==> src/rtl/spi_oled_pkg.sv <==
// spi_oled_pkg: shared encodings for the OLED SPI path (MOSI buffer and serializer).
package spi_oled_pkg;
    typedef enum logic [1:0] {
        ST_IDLE  = 2'd0,
        ST_SETUP = 2'd1,
        ST_SHIFT = 2'd2,
        ST_HOLD  = 2'd3
    } spi_state_t;
    localparam logic OLED_DC_CMD  = 1'b0;
    localparam logic OLED_DC_DATA = 1'b1;
    localparam int   SPI_WIDTH    = 8;
endpackage

==> src/rtl/spi_cs_timer.sv <==
// spi_cs_timer: 4-bit loadable down-counter that parks at zero; times CS setup and hold.
module spi_cs_timer (
    input  logic       i_SCK,
    input  logic       i_RST,
    input  logic       i_LOAD,
    input  logic [3:0] i_VAL,
    output logic       o_ZERO
);
    logic [3:0] r_cnt;
    always_ff @(posedge i_SCK or posedge i_RST) begin
        if (i_RST)
            r_cnt <= 4'd0;
        else if (i_LOAD)
            r_cnt <= i_VAL;
        else if (r_cnt != 4'd0)
            r_cnt <= r_cnt - 4'd1;
    end
    assign o_ZERO = (r_cnt == 4'd0);
endmodule

==> src/rtl/spi_mosi_serializer.sv <==
// spi_mosi_serializer: shifts buffered bytes MSB-first onto MOSI with CS_N/DC framing,
// flagging the second-to-last bit so the next byte can follow without a gap.
module spi_mosi_serializer
    import spi_oled_pkg::*;
#(
    parameter int WIDTH    = SPI_WIDTH,
    parameter int CS_SETUP = 1,
    parameter int CS_HOLD  = 1
) (
    input  logic             i_SCK,
    input  logic             i_RST,
    input  logic [WIDTH-1:0] i_DATA,
    input  logic             i_DC,
    input  logic             i_START,
    output logic             o_MOSI,
    output logic             o_CS_N,
    output logic             o_DC,
    output logic             o_SCLK_EN,
    output logic             o_FINAL_BIT,
    output logic             o_BYTE_DONE,
    output logic             o_BUSY,
    output logic [7:0]       o_BYTE_CNT
);
    localparam int              CW       = $clog2(WIDTH);
    localparam logic [CW-1:0]   CNT_MAX  = CW'(WIDTH - 1);
    localparam logic [3:0]      SETUP_LD = 4'(CS_SETUP > 0 ? CS_SETUP - 1 : 0);
    localparam logic [3:0]      HOLD_LD  = 4'(CS_HOLD > 0 ? CS_HOLD - 1 : 0);
    spi_state_t       r_state;
    logic [WIDTH-1:0] r_shreg;
    logic [CW-1:0]    r_cnt;
    logic             r_cs_n;
    logic             r_dc;
    logic [7:0]       r_byte_cnt;
    logic             w_last;
    logic             w_tmr_load;
    logic [3:0]       w_tmr_val;
    logic             w_tmr_zero;
    assign w_last     = (r_state == ST_SHIFT) && (r_cnt == '0);
    assign w_tmr_load = ((r_state == ST_IDLE) && i_START) || (w_last && !i_START);
    assign w_tmr_val  = (r_state == ST_IDLE) ? SETUP_LD : HOLD_LD;
    spi_cs_timer u_cs_timer (
        .i_SCK  (i_SCK),
        .i_RST  (i_RST),
        .i_LOAD (w_tmr_load),
        .i_VAL  (w_tmr_val),
        .o_ZERO (w_tmr_zero)
    );
    always_ff @(posedge i_SCK or posedge i_RST) begin
        if (i_RST) begin
            r_state    <= ST_IDLE;
            r_shreg    <= '0;
            r_cnt      <= '0;
            r_cs_n     <= 1'b1;
            r_dc       <= 1'b0;
            r_byte_cnt <= 8'd0;
        end else begin
            case (r_state)
                ST_IDLE: begin
                    if (i_START) begin
                        r_shreg    <= i_DATA;
                        r_dc       <= i_DC;
                        r_cnt      <= CNT_MAX;
                        r_cs_n     <= 1'b0;
                        r_byte_cnt <= 8'd0;
                        r_state    <= (CS_SETUP == 0) ? ST_SHIFT : ST_SETUP;
                    end
                end
                ST_SETUP: begin
                    if (w_tmr_zero)
                        r_state <= ST_SHIFT;
                end
                ST_SHIFT: begin
                    r_shreg <= r_shreg << 1;
                    r_cnt   <= r_cnt - 1'b1;
                    if (r_cnt == '0) begin
                        r_byte_cnt <= r_byte_cnt + {7'd0, r_byte_cnt != 8'hFF};
                        // Byte boundary: chain the next byte or close the frame
                        if (i_START) begin
                            r_shreg <= i_DATA;
                            r_dc    <= i_DC;
                            r_cnt   <= CNT_MAX;
                        end else if (CS_HOLD == 0) begin
                            r_state <= ST_IDLE;
                            r_cs_n  <= 1'b1;
                        end else begin
                            r_state <= ST_HOLD;
                        end
                    end
                end
                ST_HOLD: begin
                    if (w_tmr_zero) begin
                        r_state <= ST_IDLE;
                        r_cs_n  <= 1'b1;
                    end
                end
                default: r_state <= ST_IDLE;
            endcase
        end
    end
    assign o_MOSI      = (r_state == ST_SHIFT) && r_shreg[WIDTH-1];
    assign o_SCLK_EN   = (r_state == ST_SHIFT);
    assign o_FINAL_BIT = (r_state == ST_SHIFT) && (r_cnt == CW'(1));
    assign o_BYTE_DONE = w_last;
    assign o_BUSY      = (r_state != ST_IDLE);
    assign o_CS_N      = r_cs_n;
    assign o_DC        = r_dc;
    assign o_BYTE_CNT  = r_byte_cnt;
endmodule

==> config.mk <==
export PLATFORM = sky130hd
export DESIGN_NAME = spi_mosi_serializer
export DESIGN_NICKNAME = d
export VERILOG_FILES = /design/src/rtl/spi_oled_pkg.sv /design/src/rtl/spi_cs_timer.sv /design/src/rtl/spi_mosi_serializer.sv
export SDC_FILE = /design/constraint.sdc
export NUM_CORES = 1
export LEC_CHECK = 0
export CAP_MARGIN = 30
export CORE_AREA = 2 2 60 57
export CTS_BUF_LIST = sky130_fd_sc_hd__clkbuf_8
export DETAILED_ROUTE_END_ITERATION = 10
export DIE_AREA = 0 0 62 59
export GPL_TIMING_DRIVEN = 0
export HOLD_SLACK_MARGIN = 0.06
export PLACE_DENSITY = 0.89
export RECOVER_POWER = 25
export SLEW_MARGIN = 20
export SYNTH_ARGS = -nofsm -noshare
export SYNTH_HDL_FRONTEND = slang
export SYNTH_SLANG_ARGS = --single-unit
==> constraint.sdc <==
create_clock -name i_SCK -period 2.1 [get_ports i_SCK]
set_input_delay 0.42 -clock i_SCK [delete_from_list [all_inputs] [get_ports i_SCK]]
set_output_delay 0.42 -clock i_SCK [all_outputs]
set_load 0.02 [all_outputs]
==> results.yml, run 1 <==
clock_network:
  clk_pin_slew_worst_paths_ns: 0.09
  clockBufferDepth: 2
  cts_buffers: 3
  cts-root-buf: "clkbuf_8"
  clock_sinks: 27
  worstSkewPairLatency_ns: 0.27
  h-tree-depth: 1
  cts_hold_buf: 0
  cts_tree: "yes"
detailed_routing:
  post_drt_wl_per_cell_um: 12.97
  dr_total_vias: 1367
  drtIter0Drc: 51
  antenna_left: 0
  route.detailed.drc: 0
  vias_per_cell: 5.403
  wl_um: 3282
  drt_pass1_iterations: 6
timing:
  drv_slew: 0
  tightest_slew_ns: 0.8808
  rsz0062_at_grt: "false"
  worst_slack_ns: 0.1103
  fin_crit_ns: 1.990
  finalCritPeriodShare_pct: 94.75
  final_hold_viol_count: 0
  final.setup_skew_ns: 0.005253
  fmax_mhz: 502.6
  slew_headroom_pct: 41.28
  finalSetupViolations: 0
layout:
  nFillCells: 221
  syn_to_final_growth_pct: 27.21
  stdcell_area_mm2: 0.002001
  multiInputGateArea_um2: 853.3
  fin_cells: 253
  regArea_um2: 676.9
  drive_above_1_share_pct: 14.22
  antenna_cells: 0
  fin_nets: 234
critical_path:
  worstSetupPathType: "flip-flop to primary output"
  crit_fanout: 8
  worstReg2RegEnd: "o_BYTE_CNT[2]$_DFFE_PP0P_"
  startpoint: "r_state[1]$_DFFE_PP0P_"
  required_ns: 1.68
  start_kind: "flip-flop"
  reg2reg_from: "r_state[1]$_DFFE_PP0P_"
  rrSetupSlack_ns: 0.17
  end_kind: "primary output"
  reg2reg_depth: 8
  arrival_ns: 1.57
yosys:
  netlist_instances: 176
  postSynthNetCount: 198
  ys_warn_count: 0
  synth.distinct_cells: 34
  ys.flop_type: "dfrtp_1"
  netlist_top_cells_count: "nor2_1, dfrtp_1, a21oi_1"
  ys_ff_latch: 27
  syn_avg_cell_area_um2: 8.936
  synthArstFlopShare_pct: 100.0
  synth-edff-count: 0
  synth_area_leaders: "dfrtp_1, ha_1, nor2_1, a21oi_1, xnor2_1"
  synth_top_area_share_pct: 41.37
  ys_seq_area_share_pct: 43.04
  syn-cell-area_mm2: 0.001573
  yosysMostFrequentCell: "nor2_1"
  yosys.area.top_type: "dfrtp_1"
place:
  hpwlAfterDp_um: 2355
  port-buffer-count: 26
  gp_congestion: 0.8202
  post-place-ws_ns: -0.3639
  place_inst: 245
  dpl-instance-area_mm2: 0.001913
global_route:
  antenna_found_initial: 0
  grt.overflow.total: 0
  grt_usage_pct: 19.55
  grt_pass1_wl_um: 5382
  grt_max_degree: 18
  grt_pass1_vias: 1235
die:
  start_util_pct: 52.93
  core_mm2: 0.002972
  die_w_um: 62
  pin_count: 27
  die_h_um: 59
  die_area_mm2: 0.003658
  rows: 19
run_status:
  status: "complete, no violations"
pwr:
  p_leak_nw: 0.8471
  powerDensity_mw_per_mm2: 1293
  ir_worst_vdd_v: 0.0007582
worst_hold_path:
  min_path_cells: 2
  min_from: "r_shreg[0]$_DFFE_PP0P_"
  worstHoldPathType: "flip-flop to flip-flop"
  holdPathEnd: "r_shreg[0]$_DFFE_PP0P_"
job:
  maxCapViolations: 0
[layer usage]
metal / GRT usage, % / part of all wire (%)
met3: 5.240 / 5.5
met2: 30.65 / 49
met4: 3.647 / 0.70
met5: 0 / 0
met1: 27.40 / 45
[timing repair]
action	4_1_cts	5_1_grt
resized for setup	17	6
endpoints found under the setup margin	5	5
gates cloned	0	0
setup buffers	0	4
[layout make-up]
class / instances / share of cell area (%)
buffer: 7 / 1.876
timing repair buffer: 31 / 14.51
tap: 42 / 2.627
multi-input combinational: 130 / 42.65
clock inverter: 1 / 0.1876
inverter: 12 / 2.251
clock buffer: 3 / 2.064
sequential: 27 / 33.83
[cell families after synthesis]
logic type / count (synthesis) / share of synthesized area (%)
multiplexers: 3 / 2.307
flip-flops: 27 / 43.04
adder cells (fa/ha/maj): 10 / 7.955
AO/OA/AOI/OAI: 41 / 17.74
XOR/XNOR: 7 / 3.898
buffers and inverters: 19 / 4.853
AND/OR/NAND/NOR: 69 / 20.21
[layout by cell type, fill, tap and decap left out, types with 4 or more instances in the layout]
master / count
nor2_1: 27
dfrtp_1: 26
clkdlybuf4s50_1: 20
a21oi_1: 18
nand2_1: 16
inv_1: 10
ha_1: 9
o21ai_1: 7
nand3_1: 7
xnor2_1: 7
buf_4: 5
a31oi_1: 4
nand4_1: 4
[stage by stage]
step | setup TNS, ns | hold WS (ns) | util, % | total power (W)
2_1_floorplan | 0 | 0.4559 | - | 0.001811
3_3_place_gp | -0.9682 | 0.4735 | 63.45 | 0.002145
3_5_place_dp | -1.292 | 0.4807 | 64.38 | 0.002205
4_1_cts | 0 | 0.4822 | 66.69 | 0.002519
5_1_grt | 0 | 0.5247 | 67.33 | 0.002803
6_report | 0 | 0.5016 | 67.33 | 0.002588
[flip-flops by register name (all words and copies together), names as in the netlist]
name	flops
o_DC	1
o_CS_N	1
r_cnt	3
r_state	2
r_shreg	8
u_cs_timer.r_cnt	4
o_BYTE_CNT	8
[where the power goes]
group	internal [W]	switching (W)	leakage [nW]	total (W)
registers	0.000717	0.000162	0.326	0.000879
clock network	0.000131	0.000159	0.0269	0.000291
logic	0.000599	0.000819	0.494	0.00142
[worst max path at each step]
| stage | cells past startpoint | end | slack [ns] |
|---|---|---|---|
| floorplan | 5 | o_FINAL_BIT | 0.13 |
| global placement | 6 | o_FINAL_BIT | -0.33 |
| detailed placement | 6 | o_FINAL_BIT | -0.36 |
| CTS | 6 | o_BYTE_DONE | 0.002 |
| global route | 6 | r_shreg[6]$_DFFE_PP0P_ | 0.01 |
| finish | 5 | o_BUSY | 0.11 |
[critical path, stage by stage, from the launching register on]
cell	delay [ns]
dfrtp_1	0.43
inv_1	0.08
ha_1	0.18
buf_2	0.18
inv_1	0.11
clkdlybuf4s15_1	0.31
Note: power is estimated with default switching activity, not from simulation.
==> run 2, diff against run 1 <==
--- a/config.mk
+++ b/config.mk
@@ -5,7 +5,7 @@
 export SDC_FILE = /design/constraint.sdc
 export NUM_CORES = 1
 export LEC_CHECK = 0
-export CAP_MARGIN = 30
+export CAP_MARGIN = 0
 export CORE_AREA = 2 2 60 57
 export CTS_BUF_LIST = sky130_fd_sc_hd__clkbuf_8
 export DETAILED_ROUTE_END_ITERATION = 10
==> results.yml, run 2 (synthesized netlist as in run 1, its figures left out) <==
worst_hold_path:
  worstHoldPathType: "flip-flop to flip-flop"
clock_network:
  worstSkewPairLatency_ns: 0.27
  cts-root-buf: "clkbuf_8"
  cts_tree: "yes"
  clk_pin_slew_worst_paths_ns: 0.09
  clock_sinks: 27
  h-tree-depth: 1
  cts_buffers: 3
  clockBufferDepth: 2
place:
  port-buffer-count: 26
  place_inst: 244
  post-place-ws_ns: -0.3873
  gp_congestion: 0.8202
  hpwlAfterDp_um: 2299
die:
  die_h_um: 59
  die_w_um: 62
  pin_count: 27
  core_mm2: 0.002972
  start_util_pct: 52.93
  die_area_mm2: 0.003658
  rows: 19
timing:
  final_hold_viol_count: 0
  finalSetupViolations: 0
  finalHoldWorstSlack_ns: 0.5016
  drv_slew: 0
  fin_crit_ns: 2.033
  fmax_mhz: 492.0
  tns_ns: 0
  final.setup_skew_ns: 0.005677
  tightest_slew_ns: 0.9586
  finalCritPeriodShare_pct: 96.79
  slew_headroom_pct: 35.70
  worst_slack_ns: 0.06735
detailed_routing:
  route.detailed.drc: 0
  drtIter0Drc: 46
  post_drt_wl_per_cell_um: 12.95
  drt_pass1_iterations: 4
  vias_per_cell: 5.341
  wl_um: 3263
  antenna_left: 0
  dr_total_vias: 1346
global_route:
  antenna_found_initial: 0
  grt.overflow.total: 0
  grt_pass1_vias: 1271
  grt_max_degree: 28
  grt_usage_pct: 20.16
  grt_pass1_wl_um: 5575
layout:
  drive_above_1_share_pct: 14.76
  layout_commonest_cell: "nor2_1"
  final_cell_mix: "nor2_1, dfrtp_1, clkdlybuf4s50_1"
  nFillCells: 221
  fin_cells: 252
  antenna_cells: 0
  syn_to_final_growth_pct: 26.97
  fin_nets: 233
critical_path:
  required_ns: 1.68
  end_kind: "primary output"
  rrSetupSlack_ns: 0.17
  crit_fanout: 8
  start_kind: "flip-flop"
  worstSetupPathType: "flip-flop to primary output"
  arrival_ns: 1.61
run_status:
  status: "complete, no violations"
pwr:
  total_power_w: 0.002573
  p_leak_nw: 0.8414
  ir_worst_vdd_v: 0.0007875
  powerDensity_mw_per_mm2: 1289
job:
  maxCapViolations: 0
## run 2: path summary, 6_finish.rpt
check	end	depth (start not counted)	start
worst max-delay path	o_BUSY	5	r_state[1]$_DFFE_PP0P_
worst min-delay path	r_shreg[0]$_DFFE_PP0P_	2	r_shreg[0]$_DFFE_PP0P_
worst max register to register	o_BYTE_CNT[6]$_DFFE_PP0P_	9	o_BYTE_CNT[2]$_DFFE_PP0P_
worst min register to register	r_shreg[0]$_DFFE_PP0P_	2	r_shreg[0]$_DFFE_PP0P_
max in group asynchronous	r_cnt[2]$_DFFE_PP0P_	2	i_RST
min in group asynchronous	o_BYTE_CNT[4]$_DFFE_PP0P_	2	i_RST
## run 2: repair_timing
item / 4_1_cts / 5_1_grt
resized for setup: 17 / 6
hold buffers: 0 / 0
setup endpoints to repair: 5 / 8
setup buffers: 0 / 4
## run 2: power by group
group	leakage (nW)	switching, W	internal [W]	total, W
clock network	0.0269	0.000161	0.000131	0.000293
logic	0.488	0.000808	0.000597	0.00140
registers	0.326	0.000159	0.000717	0.000876
total	0.841	0.00113	0.00145	0.00257
## run 2: metal layers
metal,global-route usage (%),wire length (um),vias to the layer above
met5,0,0,-
met4,4.255,16,0
met3,4.803,127,4
met2,32.74,1601,33
met1,27.32,1518,633
li1,-,-,676
## run 2: area by class of cell
class	count	area, um2	area share (%)
buffer	7	40.04	2.005
clock buffer	3	41.29	2.068
clock inverter	1	3.754	0.1880
inverter	12	45.04	2.256
multi-input combinational	130	852.1	42.67
sequential	27	676.9	33.90
tap	42	52.55	2.632
timing repair buffer	30	285.3	14.29
## run 2: critical path, cell delays in order, from the launching register on
cell,delay (ns)
dfrtp_1,0.43
inv_1,0.08
ha_1,0.19
clkbuf_4,0.19
inv_1,0.11
dlygate4sd2_1,0.34
## run 2: through the flow
| stage | utilization [%] | area [um2] |
|---|---|---|
| 2_1_floorplan | - | 1573 |
| 3_3_place_gp | 63.45 | 1886 |
| 3_5_place_dp | 63.45 | 1886 |
| 4_1_cts | 65.77 | 1954 |
| 5_1_grt | 67.20 | 1997 |
| 6_report | 67.20 | 1997 |
==> run 3, diff against run 2 <==
--- a/config.mk
+++ b/config.mk
@@ -12,7 +12,7 @@
 export DIE_AREA = 0 0 62 59
 export GPL_TIMING_DRIVEN = 0
 export HOLD_SLACK_MARGIN = 0.06
-export PLACE_DENSITY = 0.89
+export PLACE_DENSITY = 0.79
 export RECOVER_POWER = 25
 export SLEW_MARGIN = 20
 export SYNTH_ARGS = -nofsm -noshare
==> results.yml, run 3 (synthesized netlist as in run 1, its figures left out) <==
critical_path:
  end_kind: "primary output"
  required_ns: 1.68
  worstReg2RegEnd: "o_BYTE_CNT[2]$_DFFE_PP0P_"
  critical-path-top-delay-family: "buffers and inverters"
  arrival_ns: 1.59
  cpMostUsedCell: "inv_1"
  reg2reg_depth: 8
  slowest_stage: "dfrtp_1"
  worstSetupPathType: "flip-flop to primary output"
  crit_fanout: 8
  startpoint: "r_state[1]$_DFFE_PP0P_"
  reg2reg_from: "r_state[0]$_DFFE_PP0P_"
  rrSetupSlack_ns: 0.19
  slowest_delay_ns: 0.43
  crit_buf_inv: 4
  start_kind: "flip-flop"
  path_cells: "inv_1 -> ha_1 -> buf_2 -> inv_1 -> clkdlybuf4s15_1"
layout:
  layout_commonest_cell: "nor2_1"
  fin_cells: 249
  antenna_cells: 0
  drive_above_1_share_pct: 14.01
  post-route-util_pct: 66.40
  syn_to_final_growth_pct: 25.46
  nFillCells: 230
  final_cell_mix: "nor2_1, dfrtp_1, clkdlybuf4s50_1"
  fin_nets: 230
timing:
  tns_ns: 0
  tightest_slew_ns: 1.044
  slew_headroom_pct: 30.29
  final_hold_viol_count: 0
  rsz0062_at_grt: "false"
  fmax_mhz: 496.4
  drv_slew: 0
  fin_crit_ns: 2.015
  finalCritPeriodShare_pct: 95.93
  final.setup_skew_ns: 0.007592
  finalSetupViolations: 0
detailed_routing:
  antenna_left: 0
  post_drt_wl_per_cell_um: 14.05
  drtIter0Drc: 100
  route.detailed.drc: 0
  drt_pass1_iterations: 4
  wl_um: 3498
  vias_per_cell: 5.582
  dr_total_vias: 1390
clock_network:
  clock_sinks: 27
  worstSkewPairLatency_ns: 0.28
  clk_pin_slew_worst_paths_ns: 0.09
  clockBufferDepth: 2
  cts_tree: "yes"
  cts_hold_buf: 0
  h-tree-depth: 1
  cts-root-buf: "clkbuf_8"
  cts_buffers: 3
die:
  rows: 19
  die_h_um: 59
  pin_count: 27
  die_w_um: 62
  start_util_pct: 52.93
  die_area_mm2: 0.003658
  core_mm2: 0.002972
worst_hold_path:
  worstHoldPathType: "flip-flop to flip-flop"
  min_path_cells: 1
  holdPathEnd: "o_DC$_DFFE_PP0P_"
  min_from: "o_DC$_DFFE_PP0P_"
place:
  hpwlAfterDp_um: 2477
  port-buffer-count: 26
  gp_congestion: 0.8053
  place_inst: 244
global_route:
  grt.overflow.total: 0
  antenna_found_initial: 0
  grt_usage_pct: 21.38
  grt_max_degree: 28
  grt_pass1_vias: 1411
  grt_pass1_wl_um: 5927
pwr:
  total_power_w: 0.002579
  powerDensity_mw_per_mm2: 1307
  ir_worst_vdd_v: 0.0006424
  p_leak_nw: 0.8402
run_status:
  status: "complete, no violations"
job:
  maxCapViolations: 0
==> run 3: power by group <==
group	total [W]	switching (W)	internal [W]	leakage, nW
logic	0.00140	0.000820	0.000576	0.488
clock network	0.000302	0.000169	0.000133	0.0255
registers	0.000881	0.000165	0.000717	0.326
total	0.00258	0.00115	0.00143	0.840
==> run 3: layout make-up <==
type / instances / area (um2) / share of cell area, %
buffer: 7 / 37.54 / 1.902
timing repair buffer: 27 / 261.5 / 13.25
multi-input combinational: 130 / 853.3 / 43.25
inverter: 12 / 45.04 / 2.283
clock inverter: 1 / 5.005 / 0.2536
clock buffer: 3 / 41.29 / 2.093
sequential: 27 / 676.9 / 34.31
tap: 42 / 52.55 / 2.663
==> run 3: repair_timing <==
item                       CTS  global route
setup buffers                1             0
resized for setup           16             8
setup endpoints to repair    5             7
==> run 3: worst register-to-register path, stage by stage (launching register included) <==
cell	delay (ns)
dfrtp_1	0.42
inv_2	0.11
ha_1	0.15
buf_2	0.20
mux2i_4	0.36
clkbuf_4	0.28
a211oi_2	0.07
xnor2_1	0.15
nor2_1	0.05
==> run 3: metal layers <==
| metal | share of wire (%) | track usage [%] |
|---|---|---|
| met1 | 41 | 26.33 |
| met2 | 53 | 37.80 |
| met3 | 5.1 | 3.057 |
| met4 | 1.1 | 6.687 |
| met5 | 0 | 0 |
==> run 3: per-stage QoR <==
stage	worst slack, ns	hold slack (ns)	area [um2]
2_1_floorplan	0.1312	0.4559	1573
3_3_place_gp	-0.3184	0.4775	1886
3_5_place_dp	-0.3881	0.4913	1886
4_1_cts	0.03129	0.5177	1964
5_1_grt	0.01219	0.5266	1973
6_report	0.08539	0.5151	1973
==> run 3: worst max path at each step <==
stage | to | slack [ns] | cells past startpoint
after CTS | o_FINAL_BIT | 0.03 | 6
after detailed placement | o_FINAL_BIT | -0.39 | 6
after global placement | o_FINAL_BIT | -0.32 | 6
after floorplan | o_FINAL_BIT | 0.13 | 5
final | o_BUSY | 0.09 | 5
after global routing | o_BYTE_CNT[2]$_DFFE_PP0P_ | 0.01 | 8
